## src/rtl/btn_fltr_bank_if.sv

```systemverilog
// btn_fltr_bank_if: raw button inputs, enable tick and filtered event outputs.
// The slave side is the filter bank, the master side is the pin/test driver.
interface btn_fltr_bank_if #(
  parameter int CHANNELS = 4
);
  logic                ce;
  logic [CHANNELS-1:0] in_signal;
  logic [CHANNELS-1:0] OUT_SIGNAL;
  logic [CHANNELS-1:0] OUT_PRESS;
  logic [CHANNELS-1:0] OUT_RELEASE;
  logic [CHANNELS-1:0] OUT_LONG;

  modport master (
    output ce,
    output in_signal,
    input  OUT_SIGNAL,
    input  OUT_PRESS,
    input  OUT_RELEASE,
    input  OUT_LONG
  );

  modport slave (
    input  ce,
    input  in_signal,
    output OUT_SIGNAL,
    output OUT_PRESS,
    output OUT_RELEASE,
    output OUT_LONG
  );
endinterface

```

## src/rtl/btn_fltr_bank.sv

```systemverilog
// btn_fltr_bank: per-channel synchroniser, stability filter and event pulses.
// A shared ce tick qualifies all stability and long-press counting.
module btn_fltr_bank #(
  parameter int   CHANNELS    = 4,
  parameter int   STABLE_CNT  = 4,
  parameter int   LONG_CNT    = 0,
  parameter logic RESET_LEVEL = 1'b0
) (
  input logic            clk,
  input logic            rst,
  btn_fltr_bank_if.slave bus
);
  localparam int SCW = $clog2(STABLE_CNT + 1);
  localparam logic [SCW-1:0] SC_LAST = SCW'(STABLE_CNT - 1);
  localparam logic [SCW-1:0] SC_ONE  = SCW'(1);

  logic [CHANNELS-1:0] s1;
  logic [CHANNELS-1:0] s2;
  logic [CHANNELS-1:0] lvl_q;
  logic [CHANNELS-1:0] press_q;
  logic [CHANNELS-1:0] rel_q;
  logic [CHANNELS-1:0] long_q;
  logic [SCW-1:0]      sc [CHANNELS];

  always_ff @(posedge clk) begin
    if (rst) begin
      s1      <= {CHANNELS{RESET_LEVEL}};
      s2      <= {CHANNELS{RESET_LEVEL}};
      lvl_q   <= {CHANNELS{RESET_LEVEL}};
      press_q <= '0;
      rel_q   <= '0;
      for (int i = 0; i < CHANNELS; i++) begin
        sc[i] <= '0;
      end
    end else begin
      s1      <= bus.in_signal;
      s2      <= s1;
      press_q <= '0;
      rel_q   <= '0;
      for (int i = 0; i < CHANNELS; i++) begin
        // any sample matching the current level restarts the count
        if (s2[i] == lvl_q[i]) begin
          sc[i] <= '0;
        end else if (bus.ce) begin
          if (sc[i] == SC_LAST) begin
            lvl_q[i]   <= s2[i];
            sc[i]      <= '0;
            press_q[i] <= s2[i];
            rel_q[i]   <= ~s2[i];
          end else begin
            sc[i] <= sc[i] + SC_ONE;
          end
        end
      end
    end
  end

  if (LONG_CNT > 0) begin : g_long
    localparam int HCW = $clog2(LONG_CNT + 1);
    localparam logic [HCW-1:0] HC_MAX = HCW'(LONG_CNT);
    localparam logic [HCW-1:0] HC_PRE = HCW'(LONG_CNT - 1);
    localparam logic [HCW-1:0] HC_ONE = HCW'(1);

    logic [HCW-1:0] hc [CHANNELS];

    always_ff @(posedge clk) begin
      if (rst) begin
        long_q <= '0;
        for (int i = 0; i < CHANNELS; i++) begin
          hc[i] <= '0;
        end
      end else begin
        long_q <= '0;
        for (int i = 0; i < CHANNELS; i++) begin
          // saturation at HC_MAX keeps it to one pulse per press
          if (!lvl_q[i]) begin
            hc[i] <= '0;
          end else if (bus.ce && hc[i] != HC_MAX) begin
            hc[i]     <= hc[i] + HC_ONE;
            long_q[i] <= (hc[i] == HC_PRE);
          end
        end
      end
    end
  end else begin : g_no_long
    assign long_q = '0;
  end

  assign bus.OUT_SIGNAL  = lvl_q;
  assign bus.OUT_PRESS   = press_q;
  assign bus.OUT_RELEASE = rel_q;
  assign bus.OUT_LONG    = long_q;
endmodule

```

## src/flat_wrapper.sv

```systemverilog
// flat-port wrapper written by rule: the top's interface ports become plain ports
module btn_fltr_bank_flat 
#(
  parameter int   CHANNELS    = 4,
  parameter int   STABLE_CNT  = 4,
  parameter int   LONG_CNT    = 0,
  parameter logic RESET_LEVEL = 1'b0
)
  (clk, rst, bus_ce, bus_in_signal, bus_OUT_SIGNAL, bus_OUT_PRESS, bus_OUT_RELEASE, bus_OUT_LONG);
  btn_fltr_bank_if #(.CHANNELS(CHANNELS)) bus_i ();
  input logic clk;
  input logic rst;
  input wire logic [$bits(bus_i.ce)-1:0] bus_ce;
  input wire logic [$bits(bus_i.in_signal)-1:0] bus_in_signal;
  output wire logic [$bits(bus_i.OUT_SIGNAL)-1:0] bus_OUT_SIGNAL;
  output wire logic [$bits(bus_i.OUT_PRESS)-1:0] bus_OUT_PRESS;
  output wire logic [$bits(bus_i.OUT_RELEASE)-1:0] bus_OUT_RELEASE;
  output wire logic [$bits(bus_i.OUT_LONG)-1:0] bus_OUT_LONG;
  assign bus_i.ce = bus_ce;
  assign bus_i.in_signal = bus_in_signal;
  assign bus_OUT_SIGNAL = bus_i.OUT_SIGNAL;
  assign bus_OUT_PRESS = bus_i.OUT_PRESS;
  assign bus_OUT_RELEASE = bus_i.OUT_RELEASE;
  assign bus_OUT_LONG = bus_i.OUT_LONG;
  btn_fltr_bank #(.CHANNELS(CHANNELS), .STABLE_CNT(STABLE_CNT), .LONG_CNT(LONG_CNT), .RESET_LEVEL(RESET_LEVEL)) u_core (.clk(clk), .rst(rst), .bus(bus_i));
endmodule
```

## config.mk

```make
export PLATFORM = sky130hd
export DESIGN_NAME = btn_fltr_bank_flat
export DESIGN_NICKNAME = d
export VERILOG_FILES = /design/src/rtl/btn_fltr_bank_if.sv /design/src/rtl/btn_fltr_bank.sv /design/src/flat_wrapper.sv
export SDC_FILE = /design/constraint.sdc
export NUM_CORES = 1
export LEC_CHECK = 0
export ABC_AREA = 0
export BUFFER_PORTS_ARGS = -buffer_cell sky130_fd_sc_hd__buf_2
export CORE_UTILIZATION = 40
export CTS_BUF_LIST = sky130_fd_sc_hd__clkbuf_4 sky130_fd_sc_hd__clkbuf_8
export CTS_CLUSTER_DIAMETER = 30
export DETAILED_ROUTE_END_ITERATION = 10
export HOLD_SLACK_MARGIN = 0.1
export MAX_ROUTING_LAYER = met4
export PLACE_DENSITY = 0.56
export REMOVE_ABC_BUFFERS = 1
export SYNTH_ARGS = -nofsm -noshare
export SYNTH_HDL_FRONTEND = slang
export SYNTH_SLANG_ARGS = --single-unit
```

## constraint.sdc

```tcl
create_clock -name clk -period 1.4 [get_ports clk]
set_input_delay 0.07 -clock clk [delete_from_list [all_inputs] [get_ports clk]]
set_output_delay 0.07 -clock clk [all_outputs]
set_load 0.02 [all_outputs]
```

==> insert_results.sql <==
INSERT INTO impl_metrics (metric_group, metric, value, unit) VALUES
('drt', 'detail_route.drc_violations', '0', ''),
('drt', 'dr.pass1.iters', '4', ''),
('clocking', 'cts_buffers', '5', ''),
('die', 'die_height', '59.45', 'um'),
('clocking', 'cts-htree-levels', '2', ''),
('logic_synthesis', 'post_synth_main_area_contributors', 'dfxtp_1 (30%), edfxtp_1 (27%), ha_1 (7.6%)', ''),
('timing', 'setup_viol', '0', ''),
('setup_path', 'rr_worst_depth', '3', ''),
('die', 'core.rowCount', '20', ''),
('logic_synthesis', 'yosys.area_share.xor_xnor', '2.654', '%'),
('logic_synthesis', 'synth.yosys.warnings', '0', ''),
('timing', 'worst_clock_skew', '0.003303', 'ns'),
('die', 'floorplan.initialDensity', '42.54', '%'),
('setup_path', 'critical_path.endpoint_type', 'flop', ''),
('outcome', 'outcome', 'completed', ''),
('logic_synthesis', 'synth_area', '0.001320', 'sq mm'),
('clocking', 'cts_tree', 'built', ''),
('drt', 'via_per_inst', '4.989', ''),
('final_layout', 'most_common_cell_after_layout_fill_and_taps_aside', 'dfxtp_1', ''),
('logic_synthesis', 'sequential_share_of_the_synthesized_area', '57.63', '%'),
('global_route', 'groute.layer.met2.usage', '21.67', '%'),
('drt', 'drt.antenna.violating_nets', '0', ''),
('power', 'cellPowerDensity', '1019', 'mW/mm^2'),
('drt', 'first_iter_violations', '15', ''),
('logic_synthesis', 'ys_types', '20', ''),
('timing', 'final_hold_viol_count', '0', ''),
('setup_path', 'critical_path_required', '1.56', 'ns'),
('logic_synthesis', 'share_of_synthesized_cell_area_in_and_or_nand_and_nor_gates', '22.27', '%'),
('die', 'floorplan.io_pins', '23', ''),
('logic_synthesis', 'postSynthRegisterBits', '32', ''),
('global_route', 'number_of_antenna_violations_at_the_first_check_in_global_routing', '0', ''),
('global_route', 'met1_grt_util', '16.55', '%'),
('global_route', 'grt_first_pass_wirelength', '3512', 'um'),
('min_path', 'hold_depth', '2', ''),
('timing', 'final.period_utilization', '96.08', '%'),
('final_layout', 'n_fill_cell', '301', ''),
('final_layout', 'nets', '144', ''),
('run', 'maxCapViolations', '0', ''),
('final_layout', 'n_diodes', '0', ''),
('logic_synthesis', 'yosys-mux-area-fraction', '0', '%'),
('die', 'floorplan.die_area', '0.003534', 'sq mm'),
('global_route', 'grt_busiest_layer', 'met2', ''),
('clocking', 'worst_setup_hold_path_clk_slew', '0.10', 'ns'),
('global_route', 'grt-ovfl-total', '0', ''),
('timing', 'max_freq', '743.4', 'MHz'),
('drt', 'route.final.wire_length', '2085', 'um'),
('clocking', 'ctsRootBufferMaster', 'clkbuf_4', ''),
('logic_synthesis', 'synth_largest_area_cell', 'dfxtp_1', ''),
('min_path', 'min-delay-path-class', 'in -> reg', ''),
('placement', 'place_hpwl', '1361', 'um'),
('setup_path', 'timing.critical_path.from_type', 'flop', ''),
('global_route', 'largest_net_degree_at_the_start_of_global_routing', '19', ''),
('timing', 'unrepaired_setup_endpoints_after_global_routing', 'no', ''),
('timing', 'final_max_slew_viol_count', '0', ''),
('setup_path', 'timing.critical_path.arrival', '1.51', 'ns'),
('final_layout', 'fin_cells', '174', ''),
('timing', 'post-route-min-period', '1.345', 'ns'),
('power', 'vdd_drop_max', '0.5406', 'mV'),
('timing', 'setup_total_negative_slack', '0', 'ns'),
('global_route', 'grtUsageTotal', '14.71', '%'),
('placement', 'port-buffer-count', '18', ''),
('clocking', 'cts.sinks', '32', ''),
('logic_synthesis', 'synth-compound-area-share', '4.550', '%'),
('logic_synthesis', 'synth-adder-area-share', '7.583', '%'),
('placement', 'placed_cells_incl_taps', '161', ''),
('setup_path', 'timing_worst_setup_path_type', 'reg -> reg', ''),
('drt', 'dr_total_vias', '868', ''),
('final_layout', 'multi_input_comb_area', '551.8', 'sq um'),
('setup_path', 'cp_max_fo', '2', ''),
('logic_synthesis', 'syn-instance-count', '102', ''),
('placement', 'global_placer_s_final_weighted_congestion', '0.7666', '');
## kinds of logic (layout without fill, tap and decap cells)
family | count (synthesis) | after routing
xor+xnor | 4 | 4
flops | 32 | 32
compound gates | 8 | 8
simple gates | 38 | 38
other cells | 1 | 4
buf+inv | 11 | 36
fa+ha+maj | 8 | 8
## sequential cells by signal, indices dropped and copies added (netlist names)
signal and flops:
u_core.bus.OUT_PRESS 4, u_core.bus.OUT_RELEASE 4, u_core.bus.OUT_SIGNAL 4, u_core.s1 4
u_core.s2 4, u_core.sc 12
## routing by layer
layer	vias up	wire, um
li1	423	-
met5	-	0
met2	22	988
met1	418	944
met3	5	110
met4	0	42
## path summary, 6_finish.rpt
kind	start	end	slack, ns
max	u_core.sc[2][0]	u_core.sc[2][2]	0.05
min	rst	u_core.s2[1]	0.1
min reg2reg	u_core.s1[3]	u_core.s2[3]	0.45
max reg2reg	u_core.sc[2][0]	u_core.sc[2][2]	0.05
## critical path, cell delays in order (launching register included)
cell	delay, ns
edfxtp_1	0.42
ha_1	0.23
ha_2	0.28
nor4_2	0.25
## report_power, final
part,switching (W),internal [W],total [W]
sequential,0.00000908,0.000978,0.000987
combinational,0.0000504,0.0000355,0.0000859
clock,0.000308,0.000239,0.000546
total,0.000367,0.00125,0.00162
## metrics by stage
stage               instance area (sq um)  utilization [%]  worst slack [ns]  hold slack, ns  power (W)
finish                               1589            51.21           0.05485         0.09684   0.001619
global route                         1589            51.21         0.0004147          0.1083   0.001688
CTS                                  1540            49.64          0.007469          0.1081   0.001633
detailed placement                   1433            46.17         -0.001693          0.2874   0.001081
global placement                     1433            46.17           0.05901          0.2790   0.001078
floorplan                            1280                -            0.1357          0.1391   0.001048
## repair_timing
item / 4_1_cts / 5_1_grt
setup buffers: 0 / 1
endpoints found under the hold margin: 4 / 0
setup endpoints to repair: 1 / 13
pin swaps: 0 / 0
gates resized for setup: 1 / 9
hold buffers: 4 / 0
## final cells by class
cell class / count / share of cell area (%)
Inverter: 4 / 0.9449
Clock inverter: 2 / 0.6299
Multi-Input combinational cell: 62 / 34.72
Timing Repair Buffer: 24 / 9.134
Tap cell: 44 / 3.465
Clock buffer: 6 / 3.228
Sequential cell: 32 / 47.87
## synth_stat cells (all sizes together)
library cell,instances
buf,7
xnor2,4
conb,1
or3,4
ha,8
and4b,8
nand2b,1
nor4,8
and2b,1
a21oi,4
a21bo,4
nor4b,4
nand3,4
inv,4
nor2b,8
edfxtp,12
dfxtp,20
No activity file was read; power rests on OpenSTA's default activity.
